===== src/rtl/cpu_types_pkg.sv =====
// Shared CPU types: word bus, RAM status and memory-arbiter grant states.
package cpu_types_pkg;

  typedef logic [31:0] word_t;

  typedef enum logic [1:0] {
    FREE   = 2'b00,
    BUSY   = 2'b01,
    ACCESS = 2'b10,
    ERROR  = 2'b11
  } ramstate_t;

  typedef enum logic [1:0] {
    IDLE   = 2'b00,
    DGRANT = 2'b01,
    IGRANT = 2'b10
  } arb_state_t;

endpackage


===== src/rtl/mem_arbiter.sv =====
// Arbitrates the single-ported RAM between icache and dcache: dcache first,
// with a streak limit so a waiting icache is eventually let in.
module mem_arbiter
  import cpu_types_pkg::*;
#(
  parameter int unsigned MAX_D_STREAK = 4,
  parameter int unsigned CNT_W        = 16
) (
  input  logic             CLK,
  input  logic             RST,
  input  logic             iREN,
  input  word_t            iaddr,
  output word_t            iload,
  output logic             iwait,
  input  logic             dREN,
  input  logic             dWEN,
  input  word_t            daddr,
  input  word_t            dstore,
  output word_t            dload,
  output logic             dwait,
  output logic             ramREN,
  output logic             ramWEN,
  output word_t            ramaddr,
  output word_t            ramstore,
  input  word_t            ramload,
  input  ramstate_t        ramstate,
  output logic             ram_err,
  output logic [CNT_W-1:0] dgrant_cnt,
  output logic [CNT_W-1:0] igrant_cnt
);

  localparam int unsigned         STREAK_W   = $clog2(MAX_D_STREAK + 1);
  localparam logic [STREAK_W-1:0] STREAK_MAX = STREAK_W'(MAX_D_STREAK);
  localparam logic [CNT_W-1:0]    CNT_MAX    = {CNT_W{1'b1}};
  localparam logic [CNT_W-1:0]    CNT_ONE    = CNT_W'(1);
  localparam logic [STREAK_W-1:0] STREAK_ONE = STREAK_W'(1);

  arb_state_t          state_r;
  arb_state_t          next_state_s;
  logic [STREAK_W-1:0] dstreak_r;
  logic                done_s;
  logic                d_req_s;
  logic                ram_done_s;

  assign d_req_s    = dREN | dWEN;
  assign ram_done_s = (ramstate == ACCESS) || (ramstate == ERROR);

  // Next-state selection and combinational forwarding between caches and RAM.
  always_comb begin
    next_state_s = state_r;
    done_s       = 1'b0;
    iwait        = 1'b1;
    dwait        = 1'b1;
    ramREN       = 1'b0;
    ramWEN       = 1'b0;
    ramaddr      = 32'h0000_0000;
    ramstore     = 32'h0000_0000;
    iload        = 32'h0000_0000;
    dload        = 32'h0000_0000;
    // Reset forces the idle view immediately, even mid-grant.
    if (RST) begin
      next_state_s = IDLE;
    end else begin
      case (state_r)
        IDLE: begin
          if (d_req_s && !(iREN && (dstreak_r == STREAK_MAX))) begin
            next_state_s = DGRANT;
          end else if (iREN) begin
            next_state_s = IGRANT;
          end else begin
            next_state_s = IDLE;
          end
        end
        DGRANT: begin
          ramaddr  = daddr;
          ramstore = dstore;
          dload    = ramload;
          if (dWEN) begin
            ramWEN = 1'b1;
          end else begin
            ramREN = dREN;
          end
          if (!d_req_s) begin
            next_state_s = IDLE;
          end else if (ram_done_s) begin
            done_s       = 1'b1;
            dwait        = 1'b0;
            next_state_s = IDLE;
          end else begin
            next_state_s = DGRANT;
          end
        end
        IGRANT: begin
          ramaddr = iaddr;
          ramREN  = iREN;
          iload   = ramload;
          if (!iREN) begin
            next_state_s = IDLE;
          end else if (ram_done_s) begin
            done_s       = 1'b1;
            iwait        = 1'b0;
            next_state_s = IDLE;
          end else begin
            next_state_s = IGRANT;
          end
        end
        default: begin
          next_state_s = IDLE;
        end
      endcase
    end
  end

  // Grant state register.
  always_ff @(posedge CLK) begin
    if (RST) begin
      state_r <= IDLE;
    end else begin
      state_r <= next_state_s;
    end
  end

  // Sticky error flag and saturating completion counters; errors do not count.
  always_ff @(posedge CLK) begin
    if (RST) begin
      ram_err    <= 1'b0;
      dgrant_cnt <= {CNT_W{1'b0}};
      igrant_cnt <= {CNT_W{1'b0}};
    end else if (done_s && (ramstate == ERROR)) begin
      ram_err <= 1'b1;
    end else if (done_s && (state_r == DGRANT) && (dgrant_cnt != CNT_MAX)) begin
      dgrant_cnt <= dgrant_cnt + CNT_ONE;
    end else if (done_s && (state_r == IGRANT) && (igrant_cnt != CNT_MAX)) begin
      igrant_cnt <= igrant_cnt + CNT_ONE;
    end else begin
      ram_err <= ram_err;
    end
  end

  // Consecutive dcache completions seen while the icache is waiting.
  always_ff @(posedge CLK) begin
    if (RST) begin
      dstreak_r <= {STREAK_W{1'b0}};
    end else if (done_s && (state_r == DGRANT) && iREN) begin
      if (dstreak_r != STREAK_MAX) begin
        dstreak_r <= dstreak_r + STREAK_ONE;
      end else begin
        dstreak_r <= dstreak_r;
      end
    end else if (done_s && (state_r == IGRANT)) begin
      dstreak_r <= {STREAK_W{1'b0}};
    end else if ((state_r == IDLE) && !iREN) begin
      dstreak_r <= {STREAK_W{1'b0}};
    end else begin
      dstreak_r <= dstreak_r;
    end
  end

endmodule


===== config.mk =====
export PLATFORM = sky130hd
export DESIGN_NAME = mem_arbiter
export DESIGN_NICKNAME = d
export VERILOG_FILES = /design/src/rtl/cpu_types_pkg.sv /design/src/rtl/mem_arbiter.sv
export SDC_FILE = /design/constraint.sdc
export NUM_CORES = 1
export LEC_CHECK = 0
export ABC_AREA = 0
export BUFFER_PORTS_ARGS = -buffer_cell sky130_fd_sc_hd__buf_2
export CAP_MARGIN = 15
export CORE_AREA = 2 2 116 118
export CTS_CLUSTER_SIZE = 40
export DETAILED_ROUTE_END_ITERATION = 7
export DIE_AREA = 0 0 118 120
export SETUP_SLACK_MARGIN = 0.2
export SKIP_LAST_GASP = 1
export SYNTH_ARGS = -nofsm -noshare
export SYNTH_HDL_FRONTEND = slang
export SYNTH_SLANG_ARGS = --single-unit

===== constraint.sdc =====
create_clock -name CLK -period 2 [get_ports CLK]
set_input_delay 0.1 -clock CLK [delete_from_list [all_inputs] [get_ports CLK]]
set_output_delay 0.1 -clock CLK [all_outputs]
set_load 0.03 [all_outputs]

# Yosys cells after proc, flatten, opt, wreduce, memory -nomap -nowiden
# Index checks and enable logic that the tools add are counted.
totals:
  n_memories: 0
  ram_bits: 0
  inputBits: 135
  register_bits: 38
  word_cells: 74
  output_inout_bits: 165
  latch_bits: 0
  mem_bits_ro: 0
op_classes:
  reduce_logical: 17
  bitwise_logic: 3
  mux: 37
  shift: 0
  n_lt_le_gt_ge: 0
  n_eq_ne: 9
  div_mod_pow: 0
  addsub: 3
  n_mul: 0
ops:
  columns: ["operator", "count"]
  rows:
  - ["32-bit two-way mux", 7]
  - ["32-bit one-hot mux with 2 select lines", 1]
  - ["16-bit by 1-bit adder with 16-bit output, second input constant", 2]
  - ["16-bit inequality test, second input constant", 2]
  - ["1-bit two-way mux", 18]
  - ["3-bit two-way mux", 4]
  - ["1-bit logical AND", 9]
  - ["2-bit two-way mux", 4]
  - ["2-bit == test, second input constant", 3]
  - ["2-bit one-hot mux with 3 select lines", 1]
  - ["1-bit one-hot mux with 2 select lines", 2]
  - ["2-bit AND reduction", 2]
  - ["3-bit by 1-bit adder with 3-bit output, second input constant", 1]
  - ["3-bit == test, second input constant", 1]
  - ["3-bit inequality test, second input constant", 1]
  - ["3-bit AND reduction", 1]
  - ["3-bit nonzero test", 1]
  - ["2-bit by 1-bit == test with 1-bit output, second input constant", 1]
  - ["1-bit zero test", 2]
  - ["2-bit zero test", 1]
  - ["2-bit by 1-bit inequality test with 1-bit output, second input constant", 1]
  - ["1-bit inverter", 2]
  - ["1-bit logical OR", 1]
  - ["1-bit OR", 1]

# Longest topological paths before layout
# Gate-level depths: netlist (run 1).
depth:
  depth_word: 10
  ltp_mapped: 10
  depth_no_buf: 7

# Worst setup path after synthesis (run 1)
# No wires, ideal clock.
synth_timing:
  path_kind: "register -> register"
  startpoint: "register dgrant_cnt[0]"
  endpoint: "register igrant_cnt[6]"
  synth_period_minus_slack_ps: 2228
  required_ps: 1877
  path_slack_ps: -228
  t_arrival_ps: 2104
  path_buffers: 1
  setup_time_ps: 123
  stages_incl_launch_ff: 8
  path_cell_list: "dfxtp_1 > ha_1 > and3_1 > nand4_4 > and2_4 > buf_2 > nor4_1 > mux2_1"
synth_via:
  elab_chain_len: 4
synth_lines:
  columns: ["item", "line_no", "text"]
  rows:
  - ["start: declaration", "mem_arbiter.sv:28", "output logic [CNT_W-1:0] dgrant_cnt,"]
  - ["start signal: assignment", "mem_arbiter.sv:127", "dgrant_cnt <= {CNT_W{1'b0}};"]
  - ["start signal: assignment", "mem_arbiter.sv:132", "dgrant_cnt <= dgrant_cnt + CNT_ONE;"]
  - ["16-bit inequality test", "mem_arbiter.sv:131", "end else if (done_s && (state_r == DGRANT) && (dgrant_cnt != CNT_MAX)) begin"]
  - ["1-bit logical AND", "mem_arbiter.sv:131", null]
  - ["1-bit inverter (no source line)", null, null]
  - ["3-bit AND reduction (no source line)", null, null]
  - ["end signal: assignment", "mem_arbiter.sv:128", "igrant_cnt <= {CNT_W{1'b0}};"]
  - ["end signal: assignment", "mem_arbiter.sv:134", "igrant_cnt <= igrant_cnt + CNT_ONE;"]
  - ["end: declaration", "mem_arbiter.sv:29", "output logic [CNT_W-1:0] igrant_cnt"]
# Every way passes these cells.
# A chain may end at the register's enable or synchronous reset.

# Worst setup path after layout (run 1)
layout_timing:
  startpoint: "register state_r[0]"
  endpoint: "register igrant_cnt[15]"
layout_via:
  elab_chain_len: 7
  elab_cells_between_ends: 12
  cone_classes: "2 x eq/ne; 2 x mux; 2 x bitwise; 6 x reduce/logical"
layout_lines:
  columns: ["item", "line_no", "text"]
  rows:
  - ["start: declaration", "mem_arbiter.sv:38", "arb_state_t state_r;"]
  - ["start signal: assignment", "mem_arbiter.sv:119", "state_r <= next_state_s;"]
  - ["2-bit == test / 2-bit by 1-bit == test with 1-bit output (equally long branches)", "mem_arbiter.sv:64, mem_arbiter.sv:133, mem_arbiter.sv:131", null]
  - ["1-bit one-hot mux with 2 select lines", "mem_arbiter.sv:64", "case (state_r)"]
  - ["1-bit two-way mux", "mem_arbiter.sv:61", "if (RST) begin"]
  - ["1-bit logical AND (2 in a row)", "mem_arbiter.sv:131", null]
  - ["1-bit inverter (no source line)", null, null]
  - ["3-bit AND reduction (no source line) *", null, null]
# Every way passes the cells marked *; elsewhere a longest branch is shown, timed or not.

==> results.cfg, run 1 <==
[global_route]
grt_max_degree = 35
grt_util_met2_pct = 42.73
grt_use_total_pct = 22.61
grt_pass1_vias = 4380
met3_usage_pct = 2.662
grt_overflow_total = 0
antenna_found_initial = 9
grt_pass1_wl_mm = 25.10
grt_busiest_layer = met2
grt_use_met1_pct = 26.46

[critical_path]
crit_type = reg2reg
ff2ff_path_depth = 8
cp.required_ps = 2210
cp_max_fo = 11
endpoint_kind = register
cp.arrival_ps = 2280
ff2ff_setup_slack_ps = -70
timing.rr.end = igrant_cnt[15]$_SDFFE_PP0P_
cp-start-kind = register
rr_startpoint = state_r[0]$_SDFF_PP0_

[cells_and_area]
area_growth_pct = 131.5
fin_nets = 929
drive_above_1_share_pct = 72.14
fillers = 1177

[pwr]
leakage_nw = 3.366
vdd_drop_max_mv = 0.3052
p_per_area_nw_per_um2 = 360.6

[logic_synthesis]
ys_ff_latch = 38
yosysTopAreaCell = dfxtp_1
synth.yosys.seq_area_share_pct = 23.92
async_reset_ff_share_pct = 0
synth_edf_count = 0
yosysMostFrequentCell = and2_1
ys_warn_count = 0
synth_commonest_cells = and2_1 (97), nor2_1 (51), dfxtp_1 (38), a22oi_1 (33), a21oi_1 (26)
synthFlopType = dfxtp_1
netlist_instances = 429
syn_area_per_cell_sq_um = 7.414
synth_nets = 573
synth_area_leaders = dfxtp_1 (24%), and2_1 (19%), a22oi_1 (7.8%)
synth_top_cell_area_share_pct = 23.92
ys_types = 44
syn-cell-area_sq_um = 3181

[clock_tree]
cts_inserted_buffers = 5
worstSkewPairLatency_ps = 280
cts_tree = yes
clk_pin_slew_ps = 60
hold_buffers = 0
clockBufferDepth = 2
cts_num_sinks = 38
cts_root_buf = clkbuf_16
htreeDepth = 2

[die]
num_rows = 42
pin_count = 300
design.core.area_sq_um = 12980
die_area_sq_um = 14160
die_y_microns = 120
fp.dieW_microns = 118
start_util_pct = 24.50

[route]
ant_nets = 0
vias = 4812
drc_errors = 0
firstDrtPassIters = 4
initialDrtViolationCount = 304
routed_wl_mm = 18.63
post_drt_wl_per_cell_microns = 19.22
viasPerCell = 4.966

[timing]
max_freq_ghz = 0.4837
worst_pin_slew_ps = 383.1
max_slew_margin_pct = 74.26
whs_ps = 178.6
finalSetupViolations = 18
maxSlewViolCount = 0
hold_viol_final = 0
skew_ps = 5.789
setup_ws_ps = -67.31
grt_setup_unrepaired = yes
finalSetupTns_ps = -578.5
finalCritPeriodShare_pct = 103.4
finalCriticalPeriod_ps = 2067

[run_status]
status = finished, violations left
violations = negative setup slack

[placed_design]
dpl.hpwl_mm = 12.19
io_buffers = 299
place.gp.congestion = 0.8247

[run]
drv_cap = 0

[min_path]
hp-start = dREN
hp-class = in2reg
holdPathStages = 3
holdPathEnd = state_r[0]$_SDFF_PP0_
-- power by group --
part / switching [mW] / internal, mW
Combinational: 0.527 / 0.543
Sequential: 0.00292 / 0.756
Clock: 0.332 / 0.494
-- per-layer routing --
layer,routed length (microns),vias up
met2,10270,179
met3,860,38
met1,6834,2331
met4,664,0
li1,-,2264
met5,0,-
-- metrics by stage --
stage | util [%] | total power, mW | cells | worst slack, ps | cell area (sq um)
after floorplan | - | 1.128 | 429 | 27.82 | 3298
after global placement | 39.45 | 1.408 | 904 | -50.90 | 5121
after detailed placement | 39.45 | 1.408 | 904 | -98.74 | 5121
after CTS | 49.79 | 2.504 | 939 | -75.76 | 6462
after global routing | 56.66 | 2.768 | 965 | -167.0 | 7355
final | 56.74 | 2.656 | 969 | -67.31 | 7365
-- registers in the layout, indices dropped and copies added (netlist names) --
register    cells
dstreak_r       3
state_r         2
ram_err         1
dgrant_cnt     16
igrant_cnt     16
-- kinds of logic (layout without fill, tap and decap cells) --
family	Yosys count	count (layout)	share of synthesized area (%)
AND/OR/NAND/NOR	238	240	44.18
AO/OA/AOI/OAI	91	91	19.24
buffers and inverters	43	398	5.979
flip-flops	38	38	23.92
adder cells (fa/ha/maj)	9	9	3.541
multiplexers	7	7	2.321
XOR/XNOR	3	3	0.8263
other	0	7	0
-- cell usage in the layout (no fill, tap or decap), drive strengths merged, types with 2 or more instances in the layout --
master     n
xnor2      2
mux2       3
nor4b      2
ha         9
and4       5
o21ai     13
or4       12
nor2b      4
and2     100
and3       2
nand3b     4
buf      377
nand2b     3
dfxtp     38
nor4       4
nand2     11
mux2i      4
inv        8
or3       10
clkbuf    10
a2bb2oi    2
diode      7
nand3     14
a21oi     26
and2b      3
o31ai     13
nand4     11
a22oi     33
nor2      51
-- cell type report --
type                            count  area [sq um]  area share (%)
Timing Repair Buffer              382          3309           44.94
Multi-Input combinational cell    350          2838           38.53
Sequential cell                    38         793.3           10.77
Tap cell                          176         220.2           2.990
Clock buffer                        6         138.9           1.886
Inverter                            8         35.03          0.4757
Antenna cell                        7         17.52          0.2379
Clock inverter                      2         12.51          0.1699
-- how the worst max path moves through the flow --
stage                                startpoint                           to  slack, ps
final                     state_r[0]$_SDFF_PP0_  igrant_cnt[15]$_SDFFE_PP0P_        -70
after floorplan           state_r[1]$_SDFF_PP0_   igrant_cnt[6]$_SDFFE_PP0P_         30
after global placement    state_r[1]$_SDFF_PP0_   dgrant_cnt[5]$_SDFFE_PP0P_        -50
after detailed placement  state_r[1]$_SDFF_PP0_   igrant_cnt[6]$_SDFFE_PP0P_       -100
after global routing      state_r[0]$_SDFF_PP0_  dgrant_cnt[11]$_SDFFE_PP0P_       -170
after CTS                 state_r[0]$_SDFF_PP0_   dgrant_cnt[9]$_SDFFE_PP0P_        -80
-- critical path, cell delays in order (launching register included) --
cell	delay [ps]
dfxtp_2	350
inv_4	40
ha_4	260
and4bb_1	190
nand4_1	100
a41o_2	280
buf_8	140
or4_1	480
a21oi_1	150
-- what timing repair did --
action / 4_1_cts / 5_1_grt
pin swaps: 33 / 109
gates resized for setup: 248 / 211
setup endpoints to repair: 166 / 166
setup buffers: 15 / 16
gates cloned: 12 / 7
No activity file was read; power rests on OpenSTA's default activity.
==> run 2, diff against run 1 <==
--- a/config.mk
+++ b/config.mk
@@ -12,6 +12,8 @@
 export CTS_CLUSTER_SIZE = 40
 export DETAILED_ROUTE_END_ITERATION = 7
 export DIE_AREA = 0 0 118 120
+export GPL_ROUTABILITY_DRIVEN = 0
+export REMOVE_ABC_BUFFERS = 1
 export SETUP_SLACK_MARGIN = 0.2
 export SKIP_LAST_GASP = 1
 export SYNTH_ARGS = -nofsm -noshare
==> results.cfg, run 2 (same netlist as run 1, synthesis figures left out) <==
[run_status]
status = finished, violations left
violations = negative setup slack

[clock_tree]
clk_pin_slew_ps = 60
worstSkewPairLatency_ps = 280
cts_inserted_buffers = 5
htreeDepth = 2
hold_buffers = 0
cts_root_buf = clkbuf_16
cts_num_sinks = 38
clockBufferDepth = 2
cts_tree = yes

[die]
num_rows = 42
pin_count = 300
die_y_microns = 120
die_area_sq_um = 14160
design.core.area_sq_um = 12980
start_util_pct = 24.50
fp.dieW_microns = 118

[critical_path]
crit_type = reg2out
cp-start-kind = register
cp.required_ps = 1900
timing.rr.end = igrant_cnt[8]$_SDFFE_PP0P_
rr_startpoint = state_r[0]$_SDFF_PP0_
cp_max_fo = 16
ff2ff_setup_slack_ps = -60
ff2ff_path_depth = 8
cp.arrival_ps = 1980
endpoint_kind = output pin

[route]
viasPerCell = 4.914
drc_errors = 0
routed_wl_mm = 18.00
ant_nets = 0
vias = 4727
firstDrtPassIters = 4
initialDrtViolationCount = 186
post_drt_wl_per_cell_microns = 18.71

[cells_and_area]
final_cell_mix = buf_2 (200), buf_6 (84), buf_4 (68)
drive_above_1_share_pct = 68.28
reg.largest.list = dgrant_cnt: 16 flops, igrant_cnt: 16 flops, dstreak_r: 3 flops
fin_nets = 928
final_cells = 962
area_growth_pct = 123.0
final_area_sq_um = 7092
final_common_cell = buf_2

[timing]
max_freq_ghz = 0.4813
skew_ps = 6.761
grt_setup_unrepaired = yes
finalCriticalPeriod_ps = 2078
worst_pin_slew_ps = 662.8
setup_ws_ps = -77.80
finalSetupViolations = 31
max_slew_margin_pct = 55.61
finalCritPeriodShare_pct = 103.9
finalSetupTns_ps = -1358
maxSlewViolCount = 0
hold_viol_final = 0

[placed_design]
dp.cells = 916
post-place-ws_ps = -191.2
place_area_sq_um = 5137
io_buffers = 299
dpl.hpwl_mm = 11.73

[pwr]
leakage_nw = 3.322
vdd_drop_max_mv = 0.4040
p_per_area_nw_per_um2 = 366.3
power_mw = 2.598

[global_route]
antenna_found_initial = 5
grt_max_degree = 34
grt_use_total_pct = 22.29
grt_overflow_total = 0
grt_pass1_wl_mm = 24.81
grt_pass1_vias = 4374

[run]
drv_cap = 0

[min_path]
holdPathEnd = state_r[0]$_SDFF_PP0_
holdPathStages = 3
hp-start = dREN
hp-class = in2reg
-- run 2: what timing repair did --
item,in CTS,in global routing
buffers inserted,16,5
gates cloned,10,6
endpoints found under the setup margin,166,168
gates resized for setup,227,175
pin swaps,54,60
-- run 2: metal layers --
layer	GRT usage (%)	up-vias	wire length (microns)
met2	35.39	215	8507
met4	3.690	6	255
met3	6.892	28	1499
met5	0	-	34
li1	-	2241	-
met1	30.13	2237	7701
-- run 2: power by group --
| part | switching, mW | total (mW) | internal (mW) |
|---|---|---|---|
| Combinational | 0.520 | 1.04 | 0.517 |
| Clock | 0.303 | 0.797 | 0.494 |
| Sequential | 0.00287 | 0.764 | 0.761 |
-- run 2: layout make-up --
| type | count | area, sq um |
|---|---|---|
| Fill cell | 1200 | 5888 |
| Timing Repair Buffer | 382 | 3123 |
| Multi-Input combinational cell | 349 | 2800 |
| Sequential cell | 38 | 763.2 |
| Tap cell | 176 | 220.2 |
| Clock buffer | 7 | 142.6 |
| Inverter | 8 | 35.03 |
| Clock inverter | 1 | 5.005 |
| Antenna cell | 1 | 2.502 |
-- run 2: worst max path at each step --
stage	start	to	slack, ps	depth (start not counted)
floorplan	state_r[1]$_SDFF_PP0_	dwait	-1410	5
global placement	state_r[1]$_SDFF_PP0_	igrant_cnt[7]$_SDFFE_PP0P_	-120	8
detailed placement	state_r[1]$_SDFF_PP0_	dgrant_cnt[14]$_SDFFE_PP0P_	-190	8
CTS	state_r[1]$_SDFF_PP0_	igrant_cnt[5]$_SDFFE_PP0P_	-80	8
global route	state_r[0]$_SDFF_PP0_	igrant_cnt[10]$_SDFFE_PP0P_	-180	8
finish	state_r[1]$_SDFF_PP0_	iload[3]	-80	5
-- run 2: metrics by stage --
stage	util, %	hold WS (ps)
global placement	39.58	453.0
CTS	49.72	227.1
global route	54.62	278.1
detailed placement	39.58	483.9
floorplan	-	169.1
finish	54.64	228.7
-- run 2: worst max-delay path: stages (launching register included) --
cell     delay (ps)
dfxtp_2         340
buf_4           120
ha_2            230
nor2b_2         590
and2_1          220
buf_2           200
==> run 3, diff against run 2 <==
--- a/config.mk
+++ b/config.mk
@@ -9,10 +9,10 @@
 export BUFFER_PORTS_ARGS = -buffer_cell sky130_fd_sc_hd__buf_2
 export CAP_MARGIN = 15
 export CORE_AREA = 2 2 116 118
-export CTS_CLUSTER_SIZE = 40
 export DETAILED_ROUTE_END_ITERATION = 7
 export DIE_AREA = 0 0 118 120
 export GPL_ROUTABILITY_DRIVEN = 0
+export RECOVER_POWER = 50
 export REMOVE_ABC_BUFFERS = 1
 export SETUP_SLACK_MARGIN = 0.2
 export SKIP_LAST_GASP = 1
==> results.cfg, run 3 (same netlist as run 1, synthesis figures left out) <==
[cells_and_area]
regArea_sq_um = 763.2
drive_above_1_share_pct = 64.08
reg.largest.list = dgrant_cnt: 16 flops, igrant_cnt: 16 flops, dstreak_r: 3 flops
final_util_pct = 54.32
fin_nets = 928
area_growth_pct = 121.7
final_cells = 962
final_cell_mix = buf_2 (167), buf_6 (84), buf_4 (68)
final_common_cell = buf_2
fillers = 1216
multiInputGateArea_sq_um = 2800

[timing]
max_freq_ghz = 0.4814
finalCriticalPeriod_ps = 2077
finalSetupViolations = 34
setup_ws_ps = -77.28
whs_ps = 235.4
finalCritPeriodShare_pct = 103.9
skew_ps = 7.539
worst_pin_slew_ps = 660.9
hold_viol_final = 0
maxSlewViolCount = 0
grt_setup_unrepaired = yes
max_slew_margin_pct = 55.74

[pwr]
pwr-share-seq_pct = 29.3
vdd_drop_max_mv = 0.4090
power_mw = 2.603
p_per_area_nw_per_um2 = 369.1
leakage_nw = 3.176
combPwrFrac_pct = 39.9
p_int_mw = 1.772
swShare_pct = 31.90
p_clk_share_pct = 30.8
power.switching_uw = 830.2

[critical_path]
cp.required_ps = 1900
rr_startpoint = state_r[0]$_SDFF_PP0_
cp.depth = 5
cp-start-kind = register
max_stage_delay_ps = 590
cp_max_fo = 16
ff2ff_path_depth = 8
path_buf_inv = 2
timing.rr.end = igrant_cnt[8]$_SDFFE_PP0P_
endpoint_kind = output pin
crit_path_top_delay_cell = nor2b_2
cpLargestDelayFamily = simple AND/OR/NAND/NOR gates
crit_type = reg2out
cp.arrival_ps = 1980
crit_chain = buf_4 > ha_2 > nor2b_2 > and2_1 > buf_2
ff2ff_setup_slack_ps = -60

[die]
start_util_pct = 24.50
die_y_microns = 120
pin_count = 300
design.core.area_sq_um = 12980
fp.dieW_microns = 118
die_area_sq_um = 14160
num_rows = 42

[run_status]
status = finished, violations left
violations = negative setup slack

[global_route]
grt_max_degree = 34
grt_pass1_wl_mm = 24.81
grt_use_total_pct = 22.29
antenna_found_initial = 5
grt_overflow_total = 0
grt_pass1_vias = 4374

[min_path]
holdPathEnd = state_r[0]$_SDFF_PP0_
hp-class = in2reg
holdPathStages = 3
hp-start = dREN

[clock_tree]
htreeDepth = 2
clockBufferDepth = 2
clk_pin_slew_ps = 60
worstSkewPairLatency_ps = 280
cts_inserted_buffers = 5
cts_root_buf = clkbuf_16
cts_tree = yes
cts_num_sinks = 38

[route]
initialDrtViolationCount = 196
ant_nets = 0
firstDrtPassIters = 4
post_drt_wl_per_cell_microns = 18.76
drc_errors = 0
viasPerCell = 4.927
vias = 4740
routed_wl_mm = 18.05

[placed_design]
io_buffers = 299
dpl.hpwl_mm = 11.73
dp.cells = 916

[run]
drv_cap = 0
==> run 3: changes by cell type in the layout (fill, tap and decap cells not counted), sizes merged <==
cell    before  now
clkbuf      11   44
buf        378  345
==> run 3: per-stage QoR <==
step | setup TNS, ps | worst slack (ps) | area [sq um]
3_5_place_dp | -3272 | -191.2 | 5137
6_report | -1352 | -77.28 | 7051
4_1_cts | -1452 | -79.37 | 6454
2_1_floorplan | -101000 | -1414 | 3020
3_3_place_gp | -1487 | -116.2 | 5137
5_1_grt | -7660 | -184.3 | 7048
==> run 3: worst max-delay path by stage <==
stage                     startpoint                          end  slack [ps]
6_report       state_r[1]$_SDFF_PP0_                     iload[3]         -80
5_1_grt        state_r[0]$_SDFF_PP0_  igrant_cnt[10]$_SDFFE_PP0P_        -180
4_1_cts        state_r[1]$_SDFF_PP0_   igrant_cnt[5]$_SDFFE_PP0P_         -80
3_5_place_dp   state_r[1]$_SDFF_PP0_  dgrant_cnt[14]$_SDFFE_PP0P_        -190
3_3_place_gp   state_r[1]$_SDFF_PP0_   igrant_cnt[7]$_SDFFE_PP0P_        -120
2_1_floorplan  state_r[1]$_SDFF_PP0_                        dwait       -1410
==> run 3: routing by layer <==
metal	track usage, %	share of wire [%]
met5	0	0.19
met4	3.690	1.3
met3	6.892	8.1
met2	35.39	47
met1	30.13	43
==> run 3: repair_timing <==
| item | in CTS | in global routing |
|---|---|---|
| hold endpoints to repair | 0 | 0 |
| buffers inserted | 16 | 5 |
| gates cloned | 10 | 6 |
| setup endpoints to repair | 166 | 168 |
| gates resized for setup | 227 | 175 |
| hold buffers | 0 | 0 |
| pin swaps | 54 | 60 |
==> run 3: worst min-delay path, cell delays in order <==
cell    delay (ps)
buf_2          150
nor2_1         140
nor4_1          80
==> run 3: final cells by class <==
type,instances,area share [%]
Sequential cell,38,10.83
Antenna cell,1,0.03549
Timing Repair Buffer,382,43.71
Clock inverter,1,0.07098
Inverter,8,0.4969
Tap cell,176,3.123
Clock buffer,7,2.023
Multi-Input combinational cell,349,39.72
==> run 3: power by group through the flow <==
| stage | combinational (mW) | sequential (mW) | clock, mW |
|---|---|---|---|
| final | 1.04 | 0.764 | 0.800 |
| after global routing | 1.09 | 0.764 | 0.850 |
| after CTS | 0.899 | 0.763 | 0.821 |
| after detailed placement | 0.635 | 0.778 | 0 |
| after global placement | 0.634 | 0.778 | 0 |
| after floorplan | 0.311 | 0.780 | 0 |
